[config.mk]
export PLATFORM = sky130hd
export DESIGN_NAME = tbb_nibble_writer
export DESIGN_NICKNAME = d
export VERILOG_FILES = /design/src/rtl/tbb_nibble_writer.sv
export SDC_FILE = /design/constraint.sdc
export NUM_CORES = 1
export LEC_CHECK = 0
export CORE_MARGIN = 4
export CORE_UTILIZATION = 50
export DETAILED_ROUTE_END_ITERATION = 10
export HOLD_SLACK_MARGIN = 0.02
export PLACE_DENSITY_LB_ADDON = 0.3
export SLEW_MARGIN = 20
export SYNTH_ARGS = -nofsm -noshare
export SYNTH_HDL_FRONTEND = slang
export SYNTH_SLANG_ARGS = --single-unit
[constraint.sdc]
create_clock -name CLK -period 2.4 [get_ports CLK]
set_input_delay 0.24 -clock CLK [delete_from_list [all_inputs] [get_ports CLK]]
set_output_delay 0.24 -clock CLK [all_outputs]
set_load 0.05 [all_outputs]
[src/rtl/tbb_nibble_writer.sv]
// rtl/tbb_nibble_writer.sv - queued register-write commands replayed as strobed nibble-bus writes
module tbb_nibble_writer #(
    parameter int DEPTH     = 4,
    parameter int WR_CYCLES = 2
) (
    input  logic                     CLK,
    input  logic                     RST,
    input  logic                     CMD_VALID,
    output logic                     CMD_READY,
    input  logic [3:0]               CMD_ADDR,
    input  logic [7:0]               CMD_DATA,
    output logic                     BUS_A0,
    output logic [3:0]               BUS_D,
    output logic                     BUS_WR,
    output logic                     BUSY,
    output logic [$clog2(DEPTH):0]   LEVEL
);

    localparam int AW = $clog2(DEPTH);
    localparam int LW = AW + 1;
    localparam logic [LW-1:0] FULL_LVL = LW'(DEPTH);
    localparam logic [2:0]    WRC      = 3'(WR_CYCLES);

    typedef enum logic [1:0] {IDLE, SETUP, STROBE, HOLD} state_t;

    // FIFO storage: entry = {addr[3:0], data[7:0]}
    logic [11:0]   mem [DEPTH];
    logic [AW-1:0] wr_ptr;
    logic [AW-1:0] rd_ptr;
    logic [LW-1:0] level;
    logic [LW-1:0] level_nxt;
    logic          push;
    logic          pop;
    logic          empty;
    logic [11:0]   head;

    // Sequencer registers and their next values
    state_t      state;
    state_t      state_nxt;
    logic [1:0]  phase;
    logic [1:0]  phase_nxt;
    logic [2:0]  cnt;
    logic [2:0]  cnt_nxt;
    logic [11:0] work;
    logic [11:0] work_nxt;
    logic        a0_q;
    logic        a0_nxt;
    logic [3:0]  d_q;
    logic [3:0]  d_nxt;
    logic        wr_q;
    logic        wr_nxt;

    // Nibble select: phase 0 = address, 1 = low data nibble, 2 = high data nibble
    function automatic logic [4:0] nib(input logic [11:0] w, input logic [1:0] p);
        case (p)
            2'd0:    nib = {1'b1, w[11:8]};
            2'd1:    nib = {1'b0, w[3:0]};
            default: nib = {1'b0, w[7:4]};
        endcase
    endfunction

    // Ready is registered, so a pop on a full FIFO cannot open the door for a push in the same cycle
    assign push  = CMD_VALID && CMD_READY;
    assign empty = (level == '0);
    assign head  = mem[rd_ptr];

    // Occupancy after this cycle's push/pop
    always_comb begin
        level_nxt = level;
        if (push && !pop) begin
            level_nxt = level + LW'(1);
        end else if (!push && pop) begin
            level_nxt = level - LW'(1);
        end
    end

    // FIFO data array; contents need no reset because the pointers define validity
    always_ff @(posedge CLK) begin
        if (push) begin
            mem[wr_ptr] <= {CMD_ADDR, CMD_DATA};
        end
    end

    // FIFO pointers, occupancy and registered ready
    always_ff @(posedge CLK or negedge RST) begin
        if (!RST) begin
            wr_ptr    <= '0;
            rd_ptr    <= '0;
            level     <= '0;
            CMD_READY <= 1'b0;
        end else begin
            if (push) begin
                wr_ptr <= wr_ptr + AW'(1);
            end
            if (pop) begin
                rd_ptr <= rd_ptr + AW'(1);
            end
            level     <= level_nxt;
            CMD_READY <= (level_nxt != FULL_LVL);
        end
    end

    // Sequencer state and registered bus outputs
    always_ff @(posedge CLK or negedge RST) begin
        if (!RST) begin
            state <= IDLE;
            phase <= 2'd0;
            cnt   <= 3'd0;
            work  <= 12'd0;
            a0_q  <= 1'b0;
            d_q   <= 4'd0;
            wr_q  <= 1'b0;
        end else begin
            state <= state_nxt;
            phase <= phase_nxt;
            cnt   <= cnt_nxt;
            work  <= work_nxt;
            a0_q  <= a0_nxt;
            d_q   <= d_nxt;
            wr_q  <= wr_nxt;
        end
    end

    // Next-state and next bus values; A0/D are only updated when entering SETUP or IDLE
    always_comb begin
        state_nxt = state;
        phase_nxt = phase;
        cnt_nxt   = cnt;
        work_nxt  = work;
        pop       = 1'b0;
        a0_nxt    = a0_q;
        d_nxt     = d_q;
        wr_nxt    = 1'b0;
        case (state)
            IDLE: begin
                if (!empty) begin
                    pop             = 1'b1;
                    work_nxt        = head;
                    phase_nxt       = 2'd0;
                    state_nxt       = SETUP;
                    {a0_nxt, d_nxt} = nib(head, 2'd0);
                end else begin
                    a0_nxt = 1'b0;
                    d_nxt  = 4'd0;
                end
            end
            SETUP: begin
                state_nxt = STROBE;
                wr_nxt    = 1'b1;
                cnt_nxt   = 3'd1;
            end
            STROBE: begin
                if (cnt == WRC) begin
                    state_nxt = HOLD;
                end else begin
                    cnt_nxt = cnt + 3'd1;
                    wr_nxt  = 1'b1;
                end
            end
            HOLD: begin
                if (phase != 2'd2) begin
                    phase_nxt       = phase + 2'd1;
                    state_nxt       = SETUP;
                    {a0_nxt, d_nxt} = nib(work, phase + 2'd1);
                end else if (!empty) begin
                    pop             = 1'b1;
                    work_nxt        = head;
                    phase_nxt       = 2'd0;
                    state_nxt       = SETUP;
                    {a0_nxt, d_nxt} = nib(head, 2'd0);
                end else begin
                    state_nxt = IDLE;
                    a0_nxt    = 1'b0;
                    d_nxt     = 4'd0;
                end
            end
            default: begin
                state_nxt = IDLE;
            end
        endcase
    end

    assign BUS_A0 = a0_q;
    assign BUS_D  = d_q;
    assign BUS_WR = wr_q;
    assign BUSY   = (state != IDLE) || !empty;
    assign LEVEL  = level;

endmodule

==> impl.org <==
** Yosys
- Number of flip-flops and latches in the synthesized netlist :: 81
- Cells after synthesis :: 242
- Average cell area after synthesis :: 14.93 sq um
- The number of nets in the synthesized netlist is 277.
- Post-Syn Area :: roughly 3600 sq um
- The Yosys step of the flow raised 0 warnings.
- The share of synthesized area in the top cell type comes to 0.3989.
- Cells taking the most area after synthesis :: edfxtp_1 (40%), dfrtp_1 (23%), mux4_2 (7.5%), ha_1 (6.9%), mux2_2 (4.1%)
- Most common flop cell mapped by yosys :: edfxtp_1
- Post-synthesis cell type with the largest combined area :: edfxtp_1
- Share of synthesized area occupied by flip-flops and latches :: 0.6274
- The number of different library cells used by synthesis comes to 43.
- Fraction of registers with async set/reset :: 0.4074
- Count of flip-flops with a built-in enable after synthesis :: 48

** Global route
- Global route total overflow :: 0
- Pin count of the biggest net entering global routing :: 34
- The number of global-route vias before repair came to roughly 2k.
- Initial antenna violation count :: 0
- The first global-routing pass estimated ~10,000 microns of wire.
- Global router's overall resource usage :: 0.1534

** Critical path
- Worst EP required :: 2.63 ns
- On the worst path, the slowest cell contributes a delay of 0.76 ns.
- Worst Setup End Kind :: flip-flop
- The signal on the critical path passes through inv_1 > ha_1 > mux2i_1 > nor2_1 > mux2_2.
- The setup check on the worst reg-to-reg path leaves a slack of 0.19 ns.
- The critical path in this run is classified as flip-flop to flip-flop.
- Crit Path Max Fanout :: 12
- Data arrival time of the worst path :: roughly 2.5 ns
- The worst setup path is launched from a flip-flop.
- Max stage delay cell, worst path :: nor2_1

** STA
- Hold Fails Final Rpt :: 0
- Setup repair after global routing left no endpoint under its margin.
- Final Critical Period :: 2.212 ns
- Max Slew Vio Count :: 0
- Hold slack :: 0.2994 ns
- Worst setup skew after layout :: 0.005466 ns
- At the pin with the least slew margin, the transition time is 1.003 ns.
- Fin Setup TNS :: 0 ns
- Setup violations remaining at the end of the flow were counted as 0.
- Final period utilization :: 0.9219
- Relative slew slack :: 0.3287
- Achievable Freq :: 452.0 MHz

** Route
- Met1 wire length :: 2845 microns
- Top sig layer :: met4
- Met3 wirelength from detailed routing :: between 200 and 250 microns
- In the routed design, unresolved DRC markers number 0.
- Dividing the detail-routed wire length by the instance count gives 15.92 microns.
- Summed over all layers, the routed wires come to 6050 microns.
- Via density per instance :: 5.326
- Summed over all nets, wire length on met2 after detailed routing comes to around 2800 microns.
- Once detail routing completed, the nets flagged for antenna violations numbered 0.
- Count of vias placed by the detailed router :: just over 2k
- The detailed router finished its first iteration with 107 violations.
- Pre-Repair DR Iteration Count :: 4

** Floorplan
- The region available for standard cell placement spans 6907 sq um.
- Die ar. :: slightly below 9000 sq um
- For this configuration, the core starts out at a cell density of 0.5232.
- In this run the horizontal extent of the chip is 93.01 microns.
- Number of placed I/O pins :: 26
- Number of placement rows :: 30
- The die is 93.01 microns tall.

** Place
- Detailed placement HPWL :: between 4000 and 5000 microns
- Routability congestion estimate from global placement :: 0.7823
- Port buffering added 25 buffers.

** Finish
- Layout filler cell count :: between 500 and 600
- For this run, the post-layout net count is 314.
- Leading cell type in the layout, fill and taps excluded :: edfxtp_1
- Antenna diode count :: 0
- Area added between synthesis and finish :: 16.03%
- In the final layout, the share of cells above drive strength 1 is 0.1866.
- In the layout the commonest cells are edfxtp_1 (48), dfrtp_1 (33), clkdlybuf4s50_1 (24).

** CTS
- Buffers added to address setup during post-CTS repair amount to 0.
- CTS H-tree depth :: 3
- Number of hold-repair buffers added at the cts stage :: 0
- Clk buf depth :: 2
- Number of cells upsized or downsized after cts :: 0
- Clock latency on the worst-skew pair, taken at its later pin, is 0.34 ns.
- Buffers inserted during clock tree synthesis total 9.
- TritonCTS built the clock tree.
- For this design, the sink count on the clock tree is 81.
- CTS placed an instance of clkbuf_8 at the clock tree root.
- Clk slew on worst S/H paths :: 0.08 ns

** Power
- Total power for the finished layout comes to ~5700 uW.
- VDD sags by at most 0.4803 mV.
- P per Cell Area :: between 1000 and 1500 nW/um^2
- Leak :: roughly 0.0016 uW

** Worst hold path
- The min-delay analysis places its worst path in the category primary input to async pin.

** Flow run
- Max-cap violations in this run came to 0.

** Outcome
- Result of the run :: completed
[synth_stat cells, drive strengths merged (6+ instances only)]
master	count
mux2	13
nand2	12
a21oi	8
mux4	12
buf	8
nor2	8
ha	20
o21ai	9
inv	15
dfrtp	33
nor3	6
edfxtp	48
nor2b	6
[area by class of cell]
cell class | instances | area [sq um] | share of cell area
Clock inverter | 7 | 76.32 | 0.01820
Inverter | 15 | 56.30 | 0.01343
Clock buffer | 9 | 123.9 | 0.02954
Sequential cell | 81 | 2267 | 0.5407
Multi-Input combinational cell | 137 | 1226 | 0.2925
Tap cell | 96 | 120.1 | 0.02865
Timing Repair Buffer | 35 | 322.8 | 0.07699
[report_power, final]
group	total (uW)	internal, uW	switching (uW)
clock	988	490	499
sequential	2180	1930	250
combinational	2480	1100	1380
total	5650	3520	2130
[sequential cells by signal (all words and copies together) (netlist names), 2 cells and up]
register,flops
rd_ptr,2
mem,48
BUS_D,4
phase,2
cnt,3
LEVEL,3
wr_ptr,2
state,2
work,12
[critical path: cells and delay by family, from the launching register on]
kind / cells / cell delay [ns]
fa+ha+maj: 1 / 0.28
buf+inv: 1 / 0.14
flops: 1 / 0.40
mux: 2 / 0.52
simple gates: 1 / 0.76
[cells by family (layout without fill, tap and decap cells)]
| group | after synthesis | after routing | share of synthesized area |
|---|---|---|---|
| DFF | 81 | 81 | 0.6274 |
| muxes | 26 | 26 | 0.1181 |
| AOI/OAI and AO/OA | 38 | 38 | 0.07272 |
| buffers and inverters | 24 | 66 | 0.03324 |
| and+or+nand+nor | 49 | 49 | 0.06960 |
| adders and majority gates | 20 | 20 | 0.06925 |
| xor gates and xnor gates | 4 | 4 | 0.009697 |
[path summary, 6_finish.rpt]
check                                      from                   to  depth (start not counted)
setup / recovery           state[0]$_DFFE_PN0P_  work[5]$_DFFE_PN0P_                          5
min in group CLK             BUS_A0$_DFFE_PN0N_   BUS_A0$_DFFE_PN0N_                          2
hold reg to reg              BUS_A0$_DFFE_PN0N_   BUS_A0$_DFFE_PN0N_                          2
max in group asynchronous                   RST   LEVEL[0]$_DFF_PN0_                          2
hold / removal                              RST   cnt[2]$_DFFE_PN0P_                          2
setup reg to reg           state[0]$_DFFE_PN0P_  work[5]$_DFFE_PN0P_                          5
[metrics by stage]
step | util | worst slack [ns] | area [sq um] | instances
CTS | 0.6071 | 0.1634 | 4193 | 380
finish | 0.6071 | 0.1875 | 4193 | 380
global placement | 0.5781 | 0.2121 | 3993 | 364
floorplan | - | 0.1848 | 3613 | 242
global route | 0.6071 | 0.04011 | 4193 | 380
detailed placement | 0.5781 | 0.1773 | 3993 | 364
[routing by layer]
layer,GRT usage,vias up
met5,0,-
met3,0.03620,11
met1,0.2052,993
li1,-,983
met4,0.06593,0
met2,0.2412,37
Note: power is estimated with default switching activity, not from simulation.
